**config.mk**
```make
export PLATFORM = sky130hd
export DESIGN_NAME = ram_arbiter
export DESIGN_NICKNAME = d
export VERILOG_FILES = /design/src/rtl/ram_arbiter.sv
export SDC_FILE = /design/constraint.sdc
export NUM_CORES = 1
export LEC_CHECK = 0
export BUFFER_PORTS_ARGS = -buffer_cell sky130_fd_sc_hd__buf_2
export CAP_MARGIN = 10
export CORE_AREA = 2 2 142 144
export DETAILED_ROUTE_END_ITERATION = 6
export DIE_AREA = 0 0 144 146
export HOLD_SLACK_MARGIN = 0.12
export PLACE_DENSITY = 0.62
export SYNTH_ARGS = -nofsm -noshare
export SYNTH_HDL_FRONTEND = slang
export SYNTH_SLANG_ARGS = --single-unit
export TNS_END_PERCENT = 20
```
**constraint.sdc**
```tcl
create_clock -name clk -period 3.6 [get_ports clk]
set_clock_uncertainty 0.05 [all_clocks]
set_input_delay 0.54 -clock clk [delete_from_list [all_inputs] [get_ports clk]]
set_output_delay 0.54 -clock clk [all_outputs]
set_load 0.1 [all_outputs]
```
**src/rtl/ram_arbiter.sv**
```systemverilog
// ram_arbiter: N-master front end sharing one single-port ram.
// One transaction in flight; adds timeout, bad-request reject and txs drain.
module ram_arbiter #(
   parameter int N       = 2,
   parameter int DW      = 32,
   parameter int AW      = 64,
   parameter int MODE    = 0,
   parameter int TIMEOUT = 1024
) (
   input  logic            clk,
   input  logic            rst,
   input  logic [N-1:0]    m_txe,
   input  logic [N-1:0]    m_re,
   input  logic [N-1:0]    m_we,
   input  logic [N*AW-1:0] m_addr,
   input  logic [N*DW-1:0] m_wd,
   output logic [N-1:0]    m_txs,
   output logic [N-1:0]    m_err,
   output logic [DW-1:0]   m_out,
   output logic            s_txe,
   output logic            s_re,
   output logic            s_we,
   output logic [AW-1:0]   s_addr,
   output logic [DW-1:0]   s_wd,
   input  logic            s_txs,
   input  logic [DW-1:0]   s_out,
   input  logic            s_err
);

   localparam int PW = (N > 1) ? $clog2(N) : 1;
   localparam int CW = (TIMEOUT > 0) ? $clog2(TIMEOUT + 1) : 1;
   localparam int TL = (TIMEOUT > 0) ? TIMEOUT - 1 : 0;
   localparam logic [CW-1:0] CNT_LAST = CW'(TL);
   localparam logic [CW-1:0] CNT_MAX  = '1;

   typedef enum logic [1:0] {
      IDLE    = 2'd0,
      BUSY    = 2'd1,
      RELEASE = 2'd2
   } state_e;

   state_e          state_q, state_d;
   logic [PW-1:0]   ptr_q, ptr_d;
   logic [PW-1:0]   g_q, g_d;
   logic [PW-1:0]   gnt_idx;
   logic            gnt_vld;
   logic [N-1:0]    gnt_oh, g_oh;
   logic [CW-1:0]   cnt_q, cnt_d;
   logic            sel_re, sel_we;
   logic [AW-1:0]   sel_addr;
   logic [DW-1:0]   sel_wd;
   logic            bad_req, to_hit;
   logic            s_txe_q, s_txe_d;
   logic            s_re_q, s_re_d;
   logic            s_we_q, s_we_d;
   logic [AW-1:0]   s_addr_q, s_addr_d;
   logic [DW-1:0]   s_wd_q, s_wd_d;
   logic [N-1:0]    m_txs_q, m_txs_d;
   logic [N-1:0]    m_err_q, m_err_d;
   logic [DW-1:0]   m_out_q, m_out_d;

   // Winner: smallest rotated distance from ptr (or from 0 when fixed priority)
   always_comb begin
      int best;
      int d;
      best    = N;
      d       = 0;
      gnt_vld = 1'b0;
      gnt_idx = '0;
      for (int i = 0; i < N; i++) begin
         d = (MODE == 0) ? i - int'(ptr_q) : i;
         if (d < 0) d = d + N;
         if (m_txe[i] && d < best) begin
            best    = d;
            gnt_vld = 1'b1;
            gnt_idx = PW'(i);
         end
      end
   end

   // Mux out the winner's request fields and build one-hot grant vectors
   always_comb begin
      sel_re   = 1'b0;
      sel_we   = 1'b0;
      sel_addr = '0;
      sel_wd   = '0;
      gnt_oh   = '0;
      g_oh     = '0;
      for (int i = 0; i < N; i++) begin
         if (gnt_idx == PW'(i)) begin
            sel_re    = m_re[i];
            sel_we    = m_we[i];
            sel_addr  = m_addr[i*AW +: AW];
            sel_wd    = m_wd[i*DW +: DW];
            gnt_oh[i] = gnt_vld;
         end
         g_oh[i] = (g_q == PW'(i));
      end
   end

   assign bad_req = (sel_re == sel_we);
   assign to_hit  = (TIMEOUT != 0) && (cnt_q == CNT_LAST);

   // State register plus all datapath registers; reset parks in RELEASE
   always_ff @(posedge clk) begin
      if (rst) begin
         state_q  <= RELEASE;
         ptr_q    <= '0;
         g_q      <= '0;
         cnt_q    <= '0;
         s_txe_q  <= 1'b0;
         s_re_q   <= 1'b0;
         s_we_q   <= 1'b0;
         s_addr_q <= '0;
         s_wd_q   <= '0;
         m_txs_q  <= '0;
         m_err_q  <= '0;
         m_out_q  <= '0;
      end else begin
         state_q  <= state_d;
         ptr_q    <= ptr_d;
         g_q      <= g_d;
         cnt_q    <= cnt_d;
         s_txe_q  <= s_txe_d;
         s_re_q   <= s_re_d;
         s_we_q   <= s_we_d;
         s_addr_q <= s_addr_d;
         s_wd_q   <= s_wd_d;
         m_txs_q  <= m_txs_d;
         m_err_q  <= m_err_d;
         m_out_q  <= m_out_d;
      end
   end

   // Next state: RELEASE drains a level-held s_txs before re-arbitrating
   always_comb begin
      state_d = state_q;
      unique case (state_q)
         IDLE: begin
            if (gnt_vld) state_d = bad_req ? RELEASE : BUSY;
         end
         BUSY: begin
            if (s_txs || to_hit) state_d = RELEASE;
         end
         RELEASE: begin
            if (!s_txs) state_d = IDLE;
         end
         default: state_d = RELEASE;
      endcase
   end

   // Outputs: grant latch, slave strobes, completion pulse and timeout count
   always_comb begin
      ptr_d    = ptr_q;
      g_d      = g_q;
      cnt_d    = cnt_q;
      s_txe_d  = 1'b0;
      s_re_d   = 1'b0;
      s_we_d   = 1'b0;
      s_addr_d = s_addr_q;
      s_wd_d   = s_wd_q;
      m_txs_d  = '0;
      m_err_d  = '0;
      m_out_d  = '0;
      unique case (state_q)
         IDLE: begin
            if (gnt_vld) begin
               g_d   = gnt_idx;
               ptr_d = (int'(gnt_idx) == N - 1) ? '0 : gnt_idx + 1'b1;
               if (bad_req) begin
                  m_txs_d = gnt_oh;
                  m_err_d = gnt_oh;
               end else begin
                  s_txe_d  = 1'b1;
                  s_re_d   = sel_re;
                  s_we_d   = sel_we;
                  s_addr_d = sel_addr;
                  s_wd_d   = sel_wd;
                  cnt_d    = '0;
               end
            end
         end
         BUSY: begin
            if (s_txs) begin
               m_txs_d = g_oh;
               m_err_d = s_err ? g_oh : '0;
               m_out_d = s_out;
            end else if (to_hit) begin
               m_txs_d = g_oh;
               m_err_d = g_oh;
            end else begin
               s_txe_d = s_txe_q;
               s_re_d  = s_re_q;
               s_we_d  = s_we_q;
               if (cnt_q != CNT_MAX) cnt_d = cnt_q + 1'b1;
            end
         end
         default: ;
      endcase
   end

   assign m_txs  = m_txs_q;
   assign m_err  = m_err_q;
   assign m_out  = m_out_q;
   assign s_txe  = s_txe_q;
   assign s_re   = s_re_q;
   assign s_we   = s_we_q;
   assign s_addr = s_addr_q;
   assign s_wd   = s_wd_q;

endmodule
```
# Yosys cells after proc, flatten, opt, wreduce, memory -nomap -nowiden
# Index checks and enable logic that the tools add are counted.
dict set report totals {
  ff_bits 150
  wordCells 92
  in_bits 234
  out_inout_bits 135
}
dict set report classes {
  n_addsub 6
  n_mux 43
  bitwise_logic 4
  n_reduce_logical 10
  eq_ne 13
  magnitude_cmp 4
}
# operator n
set ops {}
lappend ops {{32-bit 2-to-1 mux} 4}
lappend ops {{64-bit 2-to-1 mux} 1}
lappend ops {{11-bit 2-to-1 mux} 5}
lappend ops {{32-bit by 3-bit < comparator with 1-bit output (second input constant)} 1}
lappend ops {{32-bit < comparator} 1}
lappend ops {{11-bit case mux with 2 select lines} 1}
lappend ops {{2-bit 2-to-1 mux} 10}
lappend ops {{1-bit 2-to-1 mux} 16}
lappend ops {{2-bit != test (second input constant)} 7}
lappend ops {{11-bit by 1-bit adder with 11-bit output (second input constant)} 1}
lappend ops {{11-bit by 10-bit equality test with 1-bit output (second input constant)} 1}
lappend ops {{11-bit != test (second input constant)} 1}
lappend ops {{2-bit by 3-bit adder with 4-bit output (second input constant)} 2}
lappend ops {{2-bit case mux with 2 select lines} 2}
lappend ops {{1-bit case mux with 2 select lines} 3}
lappend ops {{2-bit case mux with 3 select lines} 1}
lappend ops {{3-bit AND reduction} 2}
lappend ops {{6-bit AND reduction} 1}
lappend ops {{2-bit by 1-bit < comparator with 1-bit output (second input constant)} 2}
lappend ops {{1-bit inverter} 4}
lappend ops {{1-bit by 1-bit subtractor with 2-bit output (first input constant)} 2}
lappend ops {{3-bit != test (second input constant)} 1}
lappend ops {{3-bit OR reduction} 1}
lappend ops {{2-bit by 1-bit equality test with 1-bit output (second input constant)} 1}
lappend ops {{8 further kinds} 9}

# Logic depth before layout (Yosys ltp)
dict set report logic_depth {
  depth_word 14
  mapped_depth 11
  mapped_depth_nobuf 8
}

# Worst setup path after synthesis
# Ideal clock, no wire load.
dict set report synth_path {
  kind {input to register}
  from {in m_txe[0]}
  to {reg cnt_q[9]}
  cell_stages 10
  arrival_ns 2.902
  path_buffers 2
  setup_slack_ns 0.552
  t_required_ns 3.454
  setup_time_ns 0.096
  cell_sequence {inv_1 -> o21a_1 -> clkbuf_1 -> mux2i_1 -> inv_1 -> ha_1 -> o31a_1 -> or4_1 -> buf_2 -> o41ai_2}
}
dict set report synth_between {
  elab_chain_cells 9
  elab_cells_between_ends 13
  cone_classes {order compare: 1; eq/ne: 3; mux: 6; reduce/logical: 3}
}
# item line_no
set synth_lines {}
lappend synth_lines {{start: declaration} 12} ;# input logic [N-1:0] m_txe,
lappend synth_lines {{1-bit logical AND (*)} 73} ;# if (m_txe[i] && d < best) begin
lappend synth_lines {{32-bit 2-to-1 mux} 73}
lappend synth_lines {{32-bit < comparator} 73}
lappend synth_lines {{1-bit logical AND} 73}
lappend synth_lines {{1-bit 2-to-1 mux} 73}
lappend synth_lines {{1-bit 2-to-1 mux} 90} ;# if (gnt_idx == PW'(i)) begin
lappend synth_lines {{1-bit equality test} 101} ;# assign bad_req = (sel_re == sel_we);
lappend synth_lines {{2-bit != test (no source line)} n/a}
lappend synth_lines {{6-bit AND reduction (no source line) (*)} n/a}
lappend synth_lines {{end signal: assignment} 123} ;# cnt_q <= cnt_d;
lappend synth_lines {{end: declaration} 48} ;# logic [CW-1:0] cnt_q, cnt_d;
# Every way passes the cells marked *; elsewhere a longest branch is shown, timed or not.
# A chain may end at the register's enable or synchronous reset.

# Worst setup path in the final report
dict set report layout_path {
  from {reg ptr_q}
  to {reg cnt_q[7]}
}
dict set report layout_between {
  elab_chain_cells 13
  elab_cells_between_ends 22
  cone_classes {add/sub: 4; order compare: 4; eq/ne: 3; mux: 8; reduce/logical: 3}
}
# item line_no
set layout_lines {}
lappend layout_lines {{start: declaration} 43} ;# logic [PW-1:0] ptr_q, ptr_d;
lappend layout_lines {{start signal: assignment} 121} ;# ptr_q <= ptr_d;
lappend layout_lines {{1-bit by 1-bit subtractor with 2-bit output} 71} ;# d = (MODE == 0) ? i - int'(ptr_q) : i;
lappend layout_lines {{2-bit by 3-bit adder with 4-bit output or 2-bit by 1-bit < comparator with 1-bit output (tied branches)} 72} ;# if (d < 0) d = d + N;
lappend layout_lines {{32-bit 2-to-1 mux} 72}
lappend layout_lines {{32-bit by 3-bit < comparator with 1-bit output} 73}
lappend layout_lines {{1-bit logical AND} 73}
lappend layout_lines {{32-bit 2-to-1 mux} 73}
lappend layout_lines {{32-bit < comparator} 73}
lappend layout_lines {{1-bit logical AND} 73}
lappend layout_lines {{1-bit 2-to-1 mux} 73}
lappend layout_lines {{1-bit 2-to-1 mux} 90}
lappend layout_lines {{1-bit equality test} 101}
lappend layout_lines {{2-bit != test (no source line)} n/a}
lappend layout_lines {{6-bit AND reduction (no source line) (*)} n/a}
# Marks and branches as above.

==> out/summary.txt <==
IO buf count - 368
worst slew pin tran - 1.01 ns
vias in the first global route - 6,114
largest net degree at the start of global routing - 92
Core Region - 19,300 sq um
Final Max Slew Viols - 0
Fin Setup TNS - 0 ns
max cap viols - 0
minimum clock period - 2.92 ns
synthesis-stage register bit count - 150
Hold Buf Count CTS - 0
CTS buffer count - 17
clk slew on worst S/H paths - 0.06 ns
# Post-CTS Setup Buffers - 0
worst hold endpoint - m_out[28]
Final ANT Viol Nets - 0
Max Clk Rate - 0.342 GHz
Synth cell types - 43
Post-DP HPWL - 15,500 um
RSZ-0062 raised after global routing - false
Diodes inserted - 0
Yosys top cell area share - 48.9%
initial DRC count - 246
number of cell rows - 51
DR vias/cell - 4.79
CP Capture Type - flip-flop
largest cells by area after synthesis - dfxtp_1 (49%), a311oi_1 (14%), nand2_1 (12%)
clk buf depth - 2
Worst EP required - 3.86 ns
synth-to-layout area growth - 44.1%
YS warnings - 0
FILL cells - 1,989
Mapped Cells - 742
starting density of the core - 31.8%
# setup viols final - 0
HP Start - s_out[28]
chip height - 146 um
Arr. time, crit path - 3.18 ns
synthesized area per cell - 8.28 sq um
residual DRC count - 0
Syn Nets - 979
Final Core Density - 45.8%
All-Layer GR Usage - 19.3%
final hold vios - 0
Synth Cell Area - 6140 sq um
initial antenna violation count - 0
R2R Path End - cnt_q[7]
commonest non-fill, non-tap cell in the layout - buf_2
Root Buffer - clkbuf_16
Remaining Overflow, GRT - 0
crit share post-route - 81.1%
wire length of the first global-routing pass - 32,400 um
Routed wire per std cell - 15.7 um
Leakage Power - 4.14 nW
max_slew headroom - 32.7%
Min Hold Slack - 0.277 ns
Worst setup SP type - flip-flop
drt total wl - 21,200 um
outcome - complete, no violations
crit path kind - reg -> reg
TritonCTS clock tree - yes
H-Tree Depth - 4
PostCTS Resize Cnt - 0
CP Max Fanout - 11
Clock Latency Late Sink - 0.41 ns
Total Power - 0.00505 W
flop2flop setup slack - 0.68 ns
pwr dens - 570 nW/um^2
vias - 6,476
Die Wd - 144 um
I/O pin cnt - 369
Sinks on Clock Net - 150
Worst Hold Class - in -> reg
Final #Nets - 1,312
GPL Wtd Cong - 0.847
commonest non-fill, non-tap cells in the layout - buf_2 (367), nand2_1 (198), dfxtp_1 (150)
Hold Path Stages - 2
share of cells above drive strength 1 - 38.9%
Seq/Total Area, Yosys - 48.9%
Die Area - 21,000 sq um
FF-to-FF Start - ptr_q
Max IR drop VDD - 0.281 mV
FF-to-FF path depth - 7
Yosys top cell by area - dfxtp_1
First-pass DRT Iterations - 5
[stage by stage]
| stage | area, sq um | cells | worst slack (ns) |
|---|---|---|---|
| 2_1_floorplan | 6140 | 742 | 0.552 |
| 3_3_place_gp | 8230 | 1321 | 0.420 |
| 3_5_place_dp | 8230 | 1321 | 0.367 |
| 4_1_cts | 8850 | 1353 | 0.670 |
| 5_1_grt | 8850 | 1353 | 0.471 |
| 6_report | 8850 | 1353 | 0.679 |
[cell type report]
cell class / count / area, sq um / area share, %
Clock buffer: 20 / 447 / 5.05
Clock inverter: 12 / 169 / 1.91
Inverter: 8 / 30.0 / 0.339
Multi-Input combinational cell: 515 / 2860 / 32.3
Sequential cell: 150 / 3000 / 33.9
Tap cell: 265 / 332 / 3.75
Timing Repair Buffer: 383 / 2010 / 22.7
[worst max path at each step]
stage | startpoint | endpoint | slack [ns] | cells after the start
after global placement | m_txe[0] | cnt_q[5] | 0.42 | 9
after global routing | ptr_q | cnt_q[3] | 0.47 | 7
after floorplan | m_txe[0] | cnt_q[9] | 0.55 | 10
after CTS | ptr_q | cnt_q[5] | 0.67 | 7
after detailed placement | m_txe[0] | cnt_q[5] | 0.37 | 9
final | ptr_q | cnt_q[7] | 0.68 | 7
[logic make-up after synthesis]
kind of cell	share of synthesized area, %
AO/OA/AOI/OAI	19.0
adder cells (fa/ha/maj)	0.611
buffers and inverters	4.91
flip-flops	48.9
multiplexers	0.672
AND/OR/NAND/NOR	25.9
[synth_stat cells (all sizes together)]
master / n
o311ai: 1
or2: 1
buf: 13
o2111ai: 1
inv: 8
o41ai: 10
nor2b: 7
a31oi: 3
and4b: 1
and4: 2
dfxtp: 150
a311oi: 96
mux2: 1
a41oi: 3
o21a: 1
o31ai: 2
o21ai: 2
mux2i: 3
a21oi: 7
o31a: 1
o32ai: 2
nand2: 198
nor4: 3
a211oi: 1
nor3: 3
and2: 35
nand3: 6
clkbuf: 56
nand2b: 3
a32oi: 2
ha: 3
or4: 2
nor2: 105
and3: 1
nand4: 4
a2111oi: 1
o22ai: 1
a41o: 1
nor3b: 2
[routing by layer]
metal	up-vias	wire, um	global-route usage (%)
met2	259	10200	32.3
met5	-	0	0
li1	3257	-	-
met3	18	1860	5.43
met4	0	342	5.64
met1	2942	8800	24.2
[power by group]
group	total (W)	internal [W]	switching, W
clock	0.00187	0.00113	0.000742
sequential	0.00182	0.00176	0.0000602
combinational	0.00136	0.000302	0.00105
[worst max-delay path: stages (launching register included)]
cell	delay [ns]
dfxtp_1	0.45
o21a_4	0.24
mux2i_1	0.25
inv_1	0.07
ha_1	0.40
o31a_1	0.32
or4_1	0.71
o41ai_2	0.33
[state kept, by name, summed over array words and instances (netlist names)]
name,cells
ptr_q,1
s_we,1
m_out,32
s_re,1
cnt_q,11
s_addr,64
g_q,1
s_wd,32
s_txe,1
m_txs,2
m_err,2
state_q,2
(Power assumes the default switching activity.)
